`src/rtl/uart_pkg.sv`:
```
// Shared types and helpers for the parametrised UART transmitter.
package uart_pkg;

  typedef enum logic [2:0] {
    IDLE,
    START,
    DATA,
    PARITY,
    STOP
  } uart_tx_state_e;

  localparam int PAR_NONE = 0;
  localparam int PAR_ODD  = 1;
  localparam int PAR_EVEN = 2;

  localparam int MAX_DATA_BITS = 9;

  // Callers zero-extend narrower words; extra zeros do not change the XOR.
  function automatic logic parity_bit(input logic [MAX_DATA_BITS-1:0] data, input int mode);
    logic p;
    p = ^data;
    case (mode)
      PAR_ODD:  parity_bit = ~p;
      PAR_EVEN: parity_bit = p;
      default:  parity_bit = 1'b1;
    endcase
  endfunction

endpackage

```
`src/rtl/uart_tx_fifo.sv`:
```
// Synchronous FIFO buffering words ahead of the UART shifter; push/pop are
// ignored when full/empty respectively. DEPTH must be a power of two.
module uart_tx_fifo #(
  parameter int WIDTH = 8,
  parameter int DEPTH = 4
) (
  input  logic                       fpga_clk,
  input  logic                       nrst,
  input  logic                       push,
  input  logic [WIDTH-1:0]           wdata,
  input  logic                       pop,
  output logic [WIDTH-1:0]           rdata,
  output logic [$clog2(DEPTH+1)-1:0] count,
  output logic                       full,
  output logic                       empty
);

  localparam int PTR_W = $clog2(DEPTH);
  localparam int CNT_W = $clog2(DEPTH + 1);
  localparam logic [PTR_W-1:0] PTR_ONE  = PTR_W'(1);
  localparam logic [CNT_W-1:0] CNT_ONE  = CNT_W'(1);
  localparam logic [CNT_W-1:0] CNT_FULL = CNT_W'(DEPTH);

  logic [WIDTH-1:0] mem [DEPTH];
  logic [PTR_W-1:0] wr_ptr;
  logic [PTR_W-1:0] rd_ptr;
  logic             do_push;
  logic             do_pop;

  assign full    = (count == CNT_FULL);
  assign empty   = (count == '0);
  assign do_push = push && !full;
  assign do_pop  = pop && !empty;
  assign rdata   = mem[rd_ptr];

  // NOTE: the storage array is deliberately not reset; count alone says which
  // entries are valid, so stale contents are never observed.
  always_ff @(posedge fpga_clk) begin
    if (do_push) mem[wr_ptr] <= wdata;
  end

  // NOTE: sequential state uses non-blocking assignments so every register
  // samples pre-edge values independent of statement or block ordering.
  always_ff @(posedge fpga_clk) begin
    if (!nrst) begin
      wr_ptr <= '0;
      rd_ptr <= '0;
      count  <= '0;
    end else begin
      if (do_push) wr_ptr <= wr_ptr + PTR_ONE;
      if (do_pop)  rd_ptr <= rd_ptr + PTR_ONE;
      unique case ({do_push, do_pop})
        2'b10:   count <= count + CNT_ONE;
        2'b01:   count <= count - CNT_ONE;
        default: count <= count;
      endcase
    end
  end

endmodule

```
`src/rtl/uart_tx_param.sv`:
```
// Parametrised UART transmitter: baud divider, frame FSM and shifter with a
// valid/ready input. Define UART_TX_FIFO_EN for a FIFO_DEPTH-word input FIFO;
// otherwise a single holding register double-buffers the shifter.
module uart_tx_param
  import uart_pkg::*;
#(
  parameter int CLK_DIV     = 16,
  parameter int DATA_BITS   = 8,
  parameter int PARITY_MODE = 0,
  parameter int STOP_BITS   = 1,
  parameter int FIFO_DEPTH  = 4
) (
  input  logic                            fpga_clk,
  input  logic                            nrst,
  input  logic                            tx_valid,
  output logic                            tx_ready,
  input  logic [DATA_BITS-1:0]            din,
  output logic                            sout,
  output logic                            busy_tx,
  output logic                            baud_tick,
  output logic [$clog2(FIFO_DEPTH+1)-1:0] fifo_count
);

  if (CLK_DIV < 2 || DATA_BITS < 5 || DATA_BITS > MAX_DATA_BITS ||
      PARITY_MODE < PAR_NONE || PARITY_MODE > PAR_EVEN ||
      STOP_BITS < 1 || STOP_BITS > 2 ||
      FIFO_DEPTH < 2 || (FIFO_DEPTH & (FIFO_DEPTH - 1)) != 0) begin : g_bad_param
    $error("uart_tx_param: illegal parameter combination");
  end

  localparam int CNT_W = $clog2(FIFO_DEPTH + 1);
  localparam int DIV_W = $clog2(CLK_DIV);
  localparam int IDX_W = $clog2(DATA_BITS);
  localparam logic [DIV_W-1:0] DIV_LAST  = DIV_W'(CLK_DIV - 1);
  localparam logic [DIV_W-1:0] DIV_ONE   = DIV_W'(1);
  localparam logic [IDX_W-1:0] IDX_LAST  = IDX_W'(DATA_BITS - 1);
  localparam logic [IDX_W-1:0] IDX_ONE   = IDX_W'(1);
  localparam logic             STOP_LAST = (STOP_BITS == 2);

  logic [DIV_W-1:0] div_cnt;

  always_ff @(posedge fpga_clk) begin
    if (!nrst)                   div_cnt <= '0;
    else if (div_cnt == DIV_LAST) div_cnt <= '0;
    else                         div_cnt <= div_cnt + DIV_ONE;
  end

  assign baud_tick = (div_cnt == DIV_LAST);

  logic                 pending;
  logic [DATA_BITS-1:0] pend_data;
  logic                 pop;
  logic                 accept;

  assign accept = tx_valid && tx_ready;

`ifdef UART_TX_FIFO_EN
  logic fifo_full;
  logic fifo_empty;

  uart_tx_fifo #(
    .WIDTH (DATA_BITS),
    .DEPTH (FIFO_DEPTH)
  ) u_fifo (
    .fpga_clk (fpga_clk),
    .nrst     (nrst),
    .push     (accept),
    .wdata    (din),
    .pop      (pop),
    .rdata    (pend_data),
    .count    (fifo_count),
    .full     (fifo_full),
    .empty    (fifo_empty)
  );

  assign tx_ready = !fifo_full;
  assign pending  = !fifo_empty;
`else
  logic                 hold_valid;
  logic [DATA_BITS-1:0] hold_data;

  // Accept needs hold_valid=0 and pop needs hold_valid=1, so they never coincide.
  always_ff @(posedge fpga_clk) begin
    if (!nrst)       hold_valid <= 1'b0;
    else if (accept) hold_valid <= 1'b1;
    else if (pop)    hold_valid <= 1'b0;
  end

  always_ff @(posedge fpga_clk) begin
    if (accept) hold_data <= din;
  end

  assign tx_ready   = !hold_valid;
  assign pending    = hold_valid;
  assign pend_data  = hold_data;
  assign fifo_count = {{(CNT_W-1){1'b0}}, hold_valid};
`endif

  uart_tx_state_e       state, state_n;
  logic [DATA_BITS-1:0] shift, shift_n;
  logic [IDX_W-1:0]     bit_idx, bit_idx_n;
  logic                 stop_idx, stop_idx_n;
  logic                 par_q, par_n;
  logic                 sout_q, sout_n;
  logic                 load;

  // A word loads from IDLE or straight off the final stop bit, never mid-frame.
  assign load = baud_tick && pending &&
                ((state == IDLE) || (state == STOP && stop_idx == STOP_LAST));
  assign pop  = load;

  // NOTE: every signal driven here gets a default first, so no path through
  // the block can leave one unassigned and infer a latch.
  always_comb begin
    state_n    = state;
    shift_n    = shift;
    bit_idx_n  = bit_idx;
    stop_idx_n = stop_idx;
    par_n      = par_q;
    sout_n     = sout_q;
    if (baud_tick) begin
      unique case (state)
        IDLE: ;
        START: begin
          state_n   = DATA;
          sout_n    = shift[0];
          shift_n   = shift >> 1;
          bit_idx_n = '0;
        end
        DATA: begin
          if (bit_idx == IDX_LAST) begin
            bit_idx_n = '0;
            if (PARITY_MODE != PAR_NONE) begin
              state_n = PARITY;
              sout_n  = par_q;
            end else begin
              state_n    = STOP;
              sout_n     = 1'b1;
              stop_idx_n = 1'b0;
            end
          end else begin
            sout_n    = shift[0];
            shift_n   = shift >> 1;
            bit_idx_n = bit_idx + IDX_ONE;
          end
        end
        PARITY: begin
          state_n    = STOP;
          sout_n     = 1'b1;
          stop_idx_n = 1'b0;
        end
        STOP: begin
          if (stop_idx == STOP_LAST) state_n = IDLE;
          else                       stop_idx_n = 1'b1;
        end
        default: state_n = IDLE;
      endcase
      if (load) begin
        state_n = START;
        sout_n  = 1'b0;
        shift_n = pend_data;
        par_n   = parity_bit(MAX_DATA_BITS'(pend_data), PARITY_MODE);
      end
    end
  end

  always_ff @(posedge fpga_clk) begin
    if (!nrst) begin
      state    <= IDLE;
      sout_q   <= 1'b1;
      bit_idx  <= '0;
      stop_idx <= 1'b0;
      par_q    <= 1'b0;
    end else begin
      state    <= state_n;
      sout_q   <= sout_n;
      bit_idx  <= bit_idx_n;
      stop_idx <= stop_idx_n;
      par_q    <= par_n;
    end
  end

  always_ff @(posedge fpga_clk) begin
    shift <= shift_n;
  end

  assign sout    = sout_q;
  assign busy_tx = (state != IDLE) || (fifo_count != '0);

endmodule

```
`config.mk`:
```
export PLATFORM = sky130hd
export DESIGN_NAME = uart_tx_param
export DESIGN_NICKNAME = d
export VERILOG_FILES = /design/src/rtl/uart_pkg.sv /design/src/rtl/uart_tx_fifo.sv /design/src/rtl/uart_tx_param.sv
export SDC_FILE = /design/constraint.sdc
export NUM_CORES = 1
export LEC_CHECK = 0
export CORE_MARGIN = 2
export CORE_UTILIZATION = 50
export CTS_BUF_LIST = sky130_fd_sc_hd__clkbuf_4
export DETAILED_ROUTE_END_ITERATION = 10
export HOLD_SLACK_MARGIN = 0.12
export PLACE_DENSITY_LB_ADDON = 0.25
export SYNTH_ARGS = -nofsm -noshare
export SYNTH_HDL_FRONTEND = slang
export SYNTH_HIERARCHICAL = 1
export SYNTH_SLANG_ARGS = --single-unit
export TNS_END_PERCENT = 1
```
`constraint.sdc`:
```
create_clock -name fpga_clk -period 3.25 [get_ports fpga_clk]
set_clock_uncertainty 0.05 [all_clocks]
set_input_delay 0.325 -clock fpga_clk [delete_from_list [all_inputs] [get_ports fpga_clk]]
set_output_delay 0.325 -clock fpga_clk [all_outputs]
set_load 0.05 [all_outputs]
```
==> results_dict.tcl <==
set metrics [dict create \
    post_synth_fa_ha_maj_area_fraction 0.0314 \
    synth.area.mux_share 0.0659 \
    floorplan.die_area_mm2 0.00280 \
    use_met2 0.263 \
    setup_repair_after_global_routing_missed_its_margin "no" \
    placementRows 17 \
    netlist.top_cell.by_area "sky130_fd_sc_hd__edfxtp_1" \
    synth_area_mm2 0.00120 \
    post_route_cells_drive_above_1_share 0.124 \
    synth_area_per_cell_um2 12.2 \
    met3_usage 0.0339 \
    synth_cells 98 \
    clock.fmax_mhz 381 \
    synth-compound-area-share 0.105 \
    crit_path_max_fanout 7 \
    path_class "flip-flop to output port" \
    number_of_antenna_violations_at_the_first_check_in_global_routing 0 \
    largest_family_of_logic_cells_by_synthesized_area "simple AND/OR/NAND/NOR gates" \
    drt-vias-per-instance 5.54 \
    worst-slew-pin-transition_ns 0.778 \
    clock_sinks 28 \
    cts.reportedPaths.clkPinSlew_ns 0.15 \
    synth_simple_gate_area_share 0.121 \
    critical_path.endpoint_type "output port" \
    postSynthRegisterBits 28 \
    synthDominantCellAreaShare 0.402 \
    number_of_hold_buffers_added_after_cts 0 \
    wl_um 1920 \
    outcome "finished, final reports clean" \
    type_of_the_worst_min_delay_path "flip-flop to flip-flop" \
    place_inst 137 \
    floorplan.core_area_mm2 0.00223 \
    final_max_slew_viol_count 0 \
    synth_xor_xnor_area_share 0.0146 \
    busiest_layer "met2" \
    global_route.usage.met1 0.218 \
    finish.net_count 128 \
    layoutNonFillerInstCount 141 \
    cp_data_arrival_time_ns 2.25 \
    cts_inserted_buffers 3 \
    place.detailed.hpwl_um 1340 \
    tritoncts "built" \
    gr-total-overflow 0 \
    drt_iter0_drc 20 \
    seq_area_um2 721 \
    port_buffers 15 \
    wire_per_inst_um 13.6 \
    grt_util_all_layers 0.171 \
    last_weighted_congestion_value_of_the_routability_driven_placer 0.758 \
    grt_pass1_vias 717 \
    multiInputGateArea_um2 412 \
    min_period_ns 2.63 \
    timing.critical_path.from_type "flip-flop" \
    setup_viol 0 \
    cts.path.max_buffers 2 \
    cts_root_buffer "sky130_fd_sc_hd__clkbuf_4" \
    vdd.ir_drop.worst_mv 0.334 \
    antenna_cells_inserted 0 \
    yosys_warnings 6 \
    final_min_period_over_clock_period 0.808 \
    start_util 0.536 \
    relSlewSlack 0.482 \
    cts-htree-levels 1 \
    detail-route-antenna-nets 0 \
    route.vias.total 781 \
    die_extent_in_y_um 52.9 \
    grt_first_pass_wirelength_um 3270 \
    fill_cells 181 \
    cap_viol_max_count 0 \
    grt_max_degree 17 \
    drc_viols 0 \
    finalHoldViolations 0 \
    p_leak_uw 0.000518 \
    drtPass1Iterations 4 \
    cts.repair_timing.setup_buffer_count 0 \
    ios 18 \
    power_per_cell_area_mw_per_mm2 487 \
    floorplan.die.width_um 52.9 \
    ys_top_cells_by_area "sky130_fd_sc_hd__edfxtp_1 40%, sky130_fd_sc_hd__dfxtp_1 20%, sky130_fd_sc_hd__mux2_2 6.6%" \
    clk_latency_ns 0.33 \
    timing.setup.tns_ns 0 \
    netlist-cell-type-count 32 \
    yosysSeqAreaShare 0.603 \
    timing.critical_path.required_ns 2.87 \
    area_growth_syn_to_layout_pct 17.0 \
    cts_resized 0 \
]
[final timing paths]
kind | startpoint | to | slack (ns) | cells after the start
setup / recovery | div_cnt[0] | baud_tick | 0.62 | 4
hold / removal | div_cnt[0] | div_cnt[0] | 0.46 | 1
setup reg to reg | div_cnt[0] | shift[1] | 1.10 | 5
hold reg to reg | div_cnt[0] | div_cnt[0] | 0.46 | 1
[logic make-up (layout without fill, tap and decap cells)]
group / after synthesis / count (layout)
compound gates: 19 / 19
xor+xnor: 2 / 2
fa+ha+maj: 3 / 3
buf+inv: 13 / 27
flops: 28 / 28
mux: 7 / 7
other cells: 1 / 2
simple gates: 25 / 25
[cells in the final DEF, fill, tap and decap left out, drive strengths merged, types with 3 or more instances in the layout]
master	Yosys	final
nand3	4	4
o21ai	3	3
mux2	7	7
clkbuf	1	3
a21oi	6	6
nand2	5	5
ha	3	3
inv	8	8
nor2	4	4
edfxtp	16	16
dfxtp	12	12
clkdlybuf4s50	0	15
[per-stage QoR]
stage	worst slack, ns	area (um2)	hold WS, ns	total power, uW	utilization
final	0.624	1400	0.459	682	0.627
after global routing	0.439	1400	0.457	709	0.627
after floorplan	1.06	1200	0.366	438	-
after global placement	1.10	1350	0.424	458	0.603
after detailed placement	1.02	1350	0.439	460	0.603
after CTS	0.621	1400	0.460	686	0.627
[worst max-delay path, cell delays in order, from the launching register on]
cell	delay [ns]
sky130_fd_sc_hd__dfxtp_1	0.40
sky130_fd_sc_hd__ha_1	0.24
sky130_fd_sc_hd__nand3_1	0.24
sky130_fd_sc_hd__inv_1	0.21
sky130_fd_sc_hd__clkdlybuf4s50_1	0.82
[layout make-up]
class,instances,share of cell area
well taps,28,0.0250
flip-flops and latches,28,0.515
repair buffers,15,0.107
multi-input cells,58,0.294
inverters,8,0.0214
clock inverters,1,0.0214
clock buffers,3,0.0161
[per-layer routing]
metal | part of all wire | up-vias
li1 | - | 388
met1 | 0.44 | 357
met2 | 0.47 | 32
met3 | 0.062 | 4
met4 | 0.027 | 0
met5 | 0 | -
[synth_stat cells]
cell type                   n
sky130_fd_sc_hd__edfxtp_1  16
sky130_fd_sc_hd__dfxtp_1   12
sky130_fd_sc_hd__inv_1      8
sky130_fd_sc_hd__mux2_2     7
sky130_fd_sc_hd__a21oi_1    6
sky130_fd_sc_hd__nand2_1    5
sky130_fd_sc_hd__nand3_1    4
sky130_fd_sc_hd__nor2_1     4
sky130_fd_sc_hd__buf_4      3
sky130_fd_sc_hd__ha_1       3
sky130_fd_sc_hd__o21ai_0    3
sky130_fd_sc_hd__a31oi_1    2
sky130_fd_sc_hd__a32o_1     2
sky130_fd_sc_hd__nand4b_1   2
sky130_fd_sc_hd__nor2b_1    2
sky130_fd_sc_hd__o22ai_1    2
sky130_fd_sc_hd__xnor2_1    2
sky130_fd_sc_hd__a21o_1     1
sky130_fd_sc_hd__and3_1     1
sky130_fd_sc_hd__buf_6      1
sky130_fd_sc_hd__clkbuf_1   1
sky130_fd_sc_hd__conb_1     1
sky130_fd_sc_hd__nand4_1    1
sky130_fd_sc_hd__nor3_1     1
sky130_fd_sc_hd__nor3b_1    1
sky130_fd_sc_hd__o211a_1    1
sky130_fd_sc_hd__o221ai_1   1
sky130_fd_sc_hd__o311ai_0   1
sky130_fd_sc_hd__or2_2      1
sky130_fd_sc_hd__or3b_2     1
sky130_fd_sc_hd__or4_1      1
sky130_fd_sc_hd__or4b_4     1
[registers in the layout, indices dropped and copies added (netlist names)]
signal and cells:
state 3, hold_valid 1, hold_data 8, sout 1, shift 8, bit_idx 3
div_cnt 4
[where the power goes]
part           switching [uW]  total [uW]  internal, uW
clock                     105         230           125
sequential               9.68         394           384
combinational            32.2        57.9          25.6
No activity file was read; power rests on OpenSTA's default activity.
